File: config.mk
export PLATFORM = sky130hd
export DESIGN_NAME = bp_update_ctrl
export DESIGN_NICKNAME = d
export VERILOG_FILES = /design/src/rtl/bp_update_ctrl_pkg.sv /design/src/rtl/bp_update_ctrl_fifo.sv /design/src/rtl/bp_update_ctrl.sv
export SDC_FILE = /design/constraint.sdc
export NUM_CORES = 1
export LEC_CHECK = 0
export CORE_ASPECT_RATIO = 1.25
export CORE_MARGIN = 2
export CORE_UTILIZATION = 50
export DETAILED_ROUTE_END_ITERATION = 7
export PLACE_DENSITY = 0.8
export SETUP_SLACK_MARGIN = 0.5
export SYNTH_ARGS = -nofsm -noshare
export SYNTH_HDL_FRONTEND = slang
export SYNTH_HIERARCHICAL = 1
export SYNTH_SLANG_ARGS = --single-unit
File: constraint.sdc
create_clock -name clk -period 3.5 [get_ports clk]
set_input_delay 0.35 -clock clk [delete_from_list [all_inputs] [get_ports clk]]
set_output_delay 0.35 -clock clk [all_outputs]
set_load 0.005 [all_outputs]
File: src/rtl/bp_update_ctrl_pkg.sv
// Shared definitions for the branch-predictor PHT update path:
// 2-bit counter encoding, FSM state type and the index/update helpers.
package bp_pkg;

    // Two-bit counter encoding (Gray-ordered so each step flips one bit)
    localparam logic [1:0] SNT = 2'b00;  // strongly not taken
    localparam logic [1:0] WNT = 2'b01;  // weakly not taken
    localparam logic [1:0] WT  = 2'b11;  // weakly taken
    localparam logic [1:0] ST  = 2'b10;  // strongly taken

    localparam int GHR_LENGTH_DEF = 8;

    typedef enum logic {
        S_INIT = 1'b0,
        S_RUN  = 1'b1
    } state_t;

    // Saturating step along SNT <-> WNT <-> WT <-> ST
    function automatic logic [1:0] sat_update(input logic [1:0] cnt, input logic take);
        logic [1:0] res;
        case (cnt)
            SNT:     res = take ? WNT : SNT;
            WNT:     res = take ? WT  : SNT;
            WT:      res = take ? ST  : WNT;
            default: res = take ? ST  : WT;
        endcase
        return res;
    endfunction

    // Word-aligned PC bits XOR history; caller keeps the low GHR_LENGTH bits
    function automatic logic [31:0] pht_index(input logic [31:0] pc, input logic [31:0] ghr);
        return (pc >> 2) ^ ghr;
    endfunction

endpackage

File: src/rtl/bp_update_ctrl_fifo.sv
// Small synchronous show-ahead FIFO holding pending PHT updates.
// Head data is visible combinationally so the PHT read can happen in the
// same cycle as the write-back.
module bp_upd_fifo #(
    parameter int WIDTH = 9,
    parameter int DEPTH = 4
) (
    input  logic             clk,
    input  logic             rst,
    input  logic             i_push,
    input  logic [WIDTH-1:0] i_wdata,
    input  logic             i_pop,
    output logic [WIDTH-1:0] o_rdata,
    output logic             o_full,
    output logic             o_empty
);

    localparam int AW = $clog2(DEPTH);

    logic [WIDTH-1:0] r_mem [DEPTH];
    logic [AW:0]      r_wptr;
    logic [AW:0]      r_rptr;
    logic             w_push;
    logic             w_pop;

    // Pointers carry one extra wrap bit to tell full from empty
    assign o_empty = (r_wptr == r_rptr);
    assign o_full  = (r_wptr[AW] != r_rptr[AW]) &&
                     (r_wptr[AW-1:0] == r_rptr[AW-1:0]);
    assign w_push  = i_push && !o_full;
    assign w_pop   = i_pop && !o_empty;
    assign o_rdata = r_mem[r_rptr[AW-1:0]];

    // Storage write; contents need no reset since the pointers gate validity
    always_ff @(posedge clk) begin
        if (w_push) begin
            r_mem[r_wptr[AW-1:0]] <= i_wdata;
        end
    end

    // Pointer update; reset drops every queued entry
    always_ff @(posedge clk) begin
        if (rst) begin
            r_wptr <= '0;
            r_rptr <= '0;
        end else begin
            if (w_push) begin
                r_wptr <= r_wptr + 1'b1;
            end
            if (w_pop) begin
                r_rptr <= r_rptr + 1'b1;
            end
        end
    end

endmodule

File: src/rtl/bp_update_ctrl.sv
// PHT write sequencer: initial sweep of every counter, then buffered
// read-modify-write of resolved branches, GHR restore on mispredicts,
// and branch / mispredict statistics.
module bp_update_ctrl
    import bp_pkg::*;
#(
    parameter int         GHR_LENGTH = GHR_LENGTH_DEF,
    parameter int         FIFO_DEPTH = 4,
    parameter logic [1:0] INIT_CNT   = 2'b11
) (
    input  logic                  clk,
    input  logic                  rst,
    input  logic                  upd_valid,
    output logic                  upd_ready,
    input  logic [31:0]           upd_pc,
    input  logic [GHR_LENGTH-1:0] upd_ghr,
    input  logic                  upd_take,
    input  logic                  upd_pred,
    output logic [GHR_LENGTH-1:0] pht_raddr,
    input  logic [1:0]            pht_rdata,
    input  logic                  pht_wr_gnt,
    output logic                  pht_we,
    output logic [GHR_LENGTH-1:0] pht_waddr,
    output logic [1:0]            pht_wdata,
    output logic                  ghr_restore,
    output logic [GHR_LENGTH-1:0] ghr_restore_val,
    output logic                  init_done,
    output logic [31:0]           branch_cnt,
    output logic [31:0]           miss_cnt
);

    localparam int FW = GHR_LENGTH + 1;

    state_t                r_state;
    logic [GHR_LENGTH-1:0] r_init_idx;
    logic                  r_init_done;
    logic                  r_restore;
    logic [GHR_LENGTH-1:0] r_restore_val;
    logic [31:0]           r_branch_cnt;
    logic [31:0]           r_miss_cnt;

    logic                  w_in_run;
    logic                  w_accept;
    logic                  w_mispredict;
    logic                  w_pop;
    logic                  w_full;
    logic                  w_empty;
    logic [GHR_LENGTH-1:0] w_enq_idx;
    logic [FW-1:0]         w_fifo_wdata;
    logic [FW-1:0]         w_fifo_rdata;
    logic [GHR_LENGTH-1:0] w_head_idx;
    logic                  w_head_take;

    // Index is formed at enqueue so the queue stores only index + direction
    assign w_enq_idx    = GHR_LENGTH'(pht_index(upd_pc, 32'(upd_ghr)));
    assign w_fifo_wdata = {upd_take, w_enq_idx};
    assign w_head_take  = w_fifo_rdata[FW-1];
    assign w_head_idx   = w_fifo_rdata[GHR_LENGTH-1:0];

    assign w_in_run     = (r_state == S_RUN);
    assign upd_ready    = w_in_run && !w_full;
    assign w_accept     = upd_valid && upd_ready;
    assign w_mispredict = upd_take ^ upd_pred;
    assign w_pop        = w_in_run && !w_empty && pht_wr_gnt;

    bp_upd_fifo #(
        .WIDTH (FW),
        .DEPTH (FIFO_DEPTH)
    ) u_fifo (
        .clk     (clk),
        .rst     (rst),
        .i_push  (w_accept),
        .i_wdata (w_fifo_wdata),
        .i_pop   (w_pop),
        .o_rdata (w_fifo_rdata),
        .o_full  (w_full),
        .o_empty (w_empty)
    );

    // Read side always points at the queue head; don't-care when empty
    assign pht_raddr = w_head_idx;

    // Write port mux: init sweep owns the port, otherwise head RMW when granted
    always_comb begin
        pht_we    = 1'b0;
        pht_waddr = w_head_idx;
        pht_wdata = sat_update(pht_rdata, w_head_take);
        if (!w_in_run) begin
            pht_we    = 1'b1;
            pht_waddr = r_init_idx;
            pht_wdata = INIT_CNT;
        end else begin
            pht_we    = w_pop;
        end
    end

    // INIT/RUN sequencer: one init write per cycle, then stay in RUN
    always_ff @(posedge clk) begin
        if (rst) begin
            r_state     <= S_INIT;
            r_init_idx  <= '0;
            r_init_done <= 1'b0;
        end else begin
            case (r_state)
                S_INIT: begin
                    r_init_idx <= r_init_idx + 1'b1;
                    if (r_init_idx == '1) begin
                        r_state     <= S_RUN;
                        r_init_done <= 1'b1;
                    end
                end
                default: begin
                    r_state <= S_RUN;
                end
            endcase
        end
    end

    // Restore pulse lasts one cycle per accepted mispredict
    always_ff @(posedge clk) begin
        if (rst) begin
            r_restore     <= 1'b0;
            r_restore_val <= '0;
        end else if (w_accept && w_mispredict) begin
            r_restore     <= 1'b1;
            r_restore_val <= {upd_ghr[GHR_LENGTH-2:0], upd_take};
        end else begin
            r_restore     <= 1'b0;
        end
    end

    // Wrapping statistics counters
    always_ff @(posedge clk) begin
        if (rst) begin
            r_branch_cnt <= '0;
            r_miss_cnt   <= '0;
        end else if (w_accept) begin
            r_branch_cnt <= r_branch_cnt + 32'd1;
            if (w_mispredict) begin
                r_miss_cnt <= r_miss_cnt + 32'd1;
            end
        end
    end

    assign init_done       = r_init_done;
    assign ghr_restore     = r_restore;
    assign ghr_restore_val = r_restore_val;
    assign branch_cnt      = r_branch_cnt;
    assign miss_cnt        = r_miss_cnt;

endmodule
==> run summary <==
commonest non-fill, non-tap cell in the layout = clkdlybuf4s50_1
Crit Path Category = flop to primary output
Max VDD drop = 342.4 uV
post-layout minimum cycle time = 2841 ps
post-synthesis sequential area ratio = 47.79%
clock-pin slew on the worst setup and hold paths = 50 ps
CP bufs+invs = 2
WP data required = 3150 ps
most frequent cells in the layout = clkdlybuf4s50_1 (116), dfxtp_1 (89), nor2_1 (57)
Detailed Place HPWL = 10020 um
Internal = 2779 uW
initial antenna violation count = 0
Worst Clk Skew = 9.238 ps
GR Util All Layers = 23.94%
drt wl/cell = 16.95 um
status = completed
CTS tree = yes
Core Area = 11990 um2
Nets = 771
CTS max path bufs = 2
die area = 13050 um2
dpl ws = 658.8 ps
starting density of the core = 50.65%
Leakage = 0.002681 uW
Crit path max-delay family = buffers and inverters
# fillers = 879
root buffer cell = clkbuf_16
NetSw = 738.1 uW
Buffers on Ports = 117
Critical Path Fanout Max = 8
Synth Cell Area = 6075 um2
Syn Nets = 660
kind of end point of the critical path = primary output
row cnt = 45
synthesized flop and latch total = 127
Final Slew Violations = 0
ant diodes = 0
type of origin of the critical path = flop
Vert. Die Dim = 127.2 um
slew of the pin with the lowest slew margin = 926.4 ps
Post-synth EDFFs = 36
drt pass-1 iters = 5
Async SR Flop Fraction = 0%
combinational power share = 3.9%
H-tree lvl count = 4
Residual DRC = 0
Seq pwr share = 43.7%
cell count after synthesis = 604
CP peak stage delay = 470 ps
ys flop type = dfxtp_1
switching share of power = 20.99%
CTS buffer count = 17
Syn Area/Cell = 10.06 um2
Vias per Instance = 5.748
DR vias = 5127
Unique masters post-synth = 53
Tcrit/Tclk final = 81.16%
worst skew pair latency = 410 ps
setup violators final = 0
HP Class = flop to flop
Worst path slowest cell = xnor2_1
Starting DRT DRC Count = 303
FMAX = 352.0 MHz
Routed Antenna Nets = 0
relative slew slack = 38.24%
final wirelength = 15120 um
worst hold margin = 462.7 ps
Clock Power Share = 52.4%
P per Cell Area = 441.2 nW/um2
Final Hold Vio Count = 0
Setup WS post-layout = 659.4 ps
total grt overflow = 0
Final GP Congestion = 0.8339
global-route wire length before repair = 24390 um
layout cells sized above 1 = 12.50%
CP arrival = 2490 ps
Clock Sinks = 127
largest net degree at the start of global routing = 95
Ys Warns = 6
Max Cap Violations = 0
post-route setup TNS = 0 ps
RSZ-0062 raised after global routing = true
vias in the first global route = 4980
worst-path cell chain = xnor2_1, nand2_1, nor2_1, nor3b_1, buf_4, nand2b_1, clkdlybuf4s50_1
Die X = 102.6 um
# IOs = 142
Synth-to-Final Area Change = 31.20%
## synth_stat cells, drive strengths merged, types with 10 or more instances
| master | count | area [um2] |
|---|---|---|
| a21oi | 37 | 185.2 |
| and4 | 13 | 115.1 |
| buf | 10 | 66.30 |
| clkbuf | 21 | 103.9 |
| dfxtp | 91 | 1822 |
| edfxtp | 36 | 1081 |
| inv | 12 | 45.04 |
| mux2 | 29 | 326.6 |
| nand2 | 49 | 183.9 |
| nand3 | 25 | 125.1 |
| nand4 | 21 | 131.4 |
| nor2 | 57 | 214.0 |
| nor2b | 21 | 131.4 |
| nor3 | 11 | 55.05 |
| nor4 | 14 | 100.1 |
| o21ai | 12 | 60.06 |
| o31ai | 16 | 120.1 |
| or4 | 20 | 153.9 |
| xnor2 | 16 | 140.1 |
| xor2 | 24 | 210.2 |
## state kept, by name (all words and copies together), names as in the netlist, named ones only
signal	count
init_done	1
u_fifo/r_wptr	3
r_state	1
ghr_restore_val	8
branch_cnt	32
u_fifo/r_rptr	3
u_fifo/r_mem	36
ghr_restore	1
r_init_idx	8
miss_cnt	32
## cells by family (layout without fill, tap and decap cells)
| group | count (synthesis) | in the layout | synth area share [%] |
|---|---|---|---|
| xor+xnor | 40 | 40 | 5.767 |
| simple gates | 264 | 264 | 23.95 |
| fa+ha+maj | 8 | 8 | 1.648 |
| compound gates | 82 | 82 | 8.260 |
| buf+inv | 43 | 167 | 3.542 |
| mux | 40 | 40 | 9.042 |
| flops | 127 | 127 | 47.79 |
## power groups by stage
stage / Combinational (uW) / Clock, uW / Sequential [uW]
after floorplan: 78.7 / 0 / 1560
after global placement: 129 / 0 / 1570
after detailed placement: 134 / 0 / 1570
after CTS: 137 / 1860 / 1540
after global routing: 149 / 1930 / 1540
final: 138 / 1840 / 1540
## repair_timing
action | in CTS | in global routing
setup buffers | 0 | 1
hold buffers | 0 | 0
endpoints found under the setup margin | 0 | 14
gates resized for setup | 0 | 6
## path summary, 6_finish.rpt
kind | from | end | slack, ps | cells past startpoint
max reg2reg | u_fifo/r_rptr[1] | branch_cnt[28] | 670 | 7
max | u_fifo/r_rptr[1] | pht_we | 660 | 7
min reg2reg | ghr_restore_val[2] | ghr_restore_val[2] | 460 | 2
min | ghr_restore_val[2] | ghr_restore_val[2] | 460 | 2
## stage by stage
step                      cell area (um2)  cells  util (%)  power, uW
after floorplan                      6075    604         -       1637
after global placement               7316    859     61.00       1695
after detailed placement             7316    859     61.00       1702
after CTS                            7936    891     66.18       3534
after global routing                 7970    892     66.46       3620
final                                7970    892     66.46       3517
## metal layers
metal / wire (um) / share of wire (%) / global-route usage, % / vias to the layer above
met5: 0 / 0 / 0 / -
met4: 251 / 1.7 / 7.373 / 0
met3: 1013 / 6.7 / 7.330 / 23
met2: 8046 / 53 / 42.48 / 177
met1: 5810 / 38 / 27.20 / 2485
li1: - / - / - / 2442
## cell type report
type / count / area [um2] / share of cell area, %
Inverter: 12 / 45.04 / 0.5651
Multi-Input combinational cell: 434 / 2980 / 37.39
Clock buffer: 17 / 425.4 / 5.338
Timing Repair Buffer: 123 / 1214 / 15.23
Sequential cell: 127 / 2905 / 36.45
Clock inverter: 15 / 195.2 / 2.449
Tap cell: 164 / 205.2 / 2.575
## worst min-delay path, cell delays in order (launching register included)
cell,delay (ps)
dfxtp_1,310
nand2_1,50
a21oi_1,60
No activity file was read; power rests on OpenSTA's default activity.
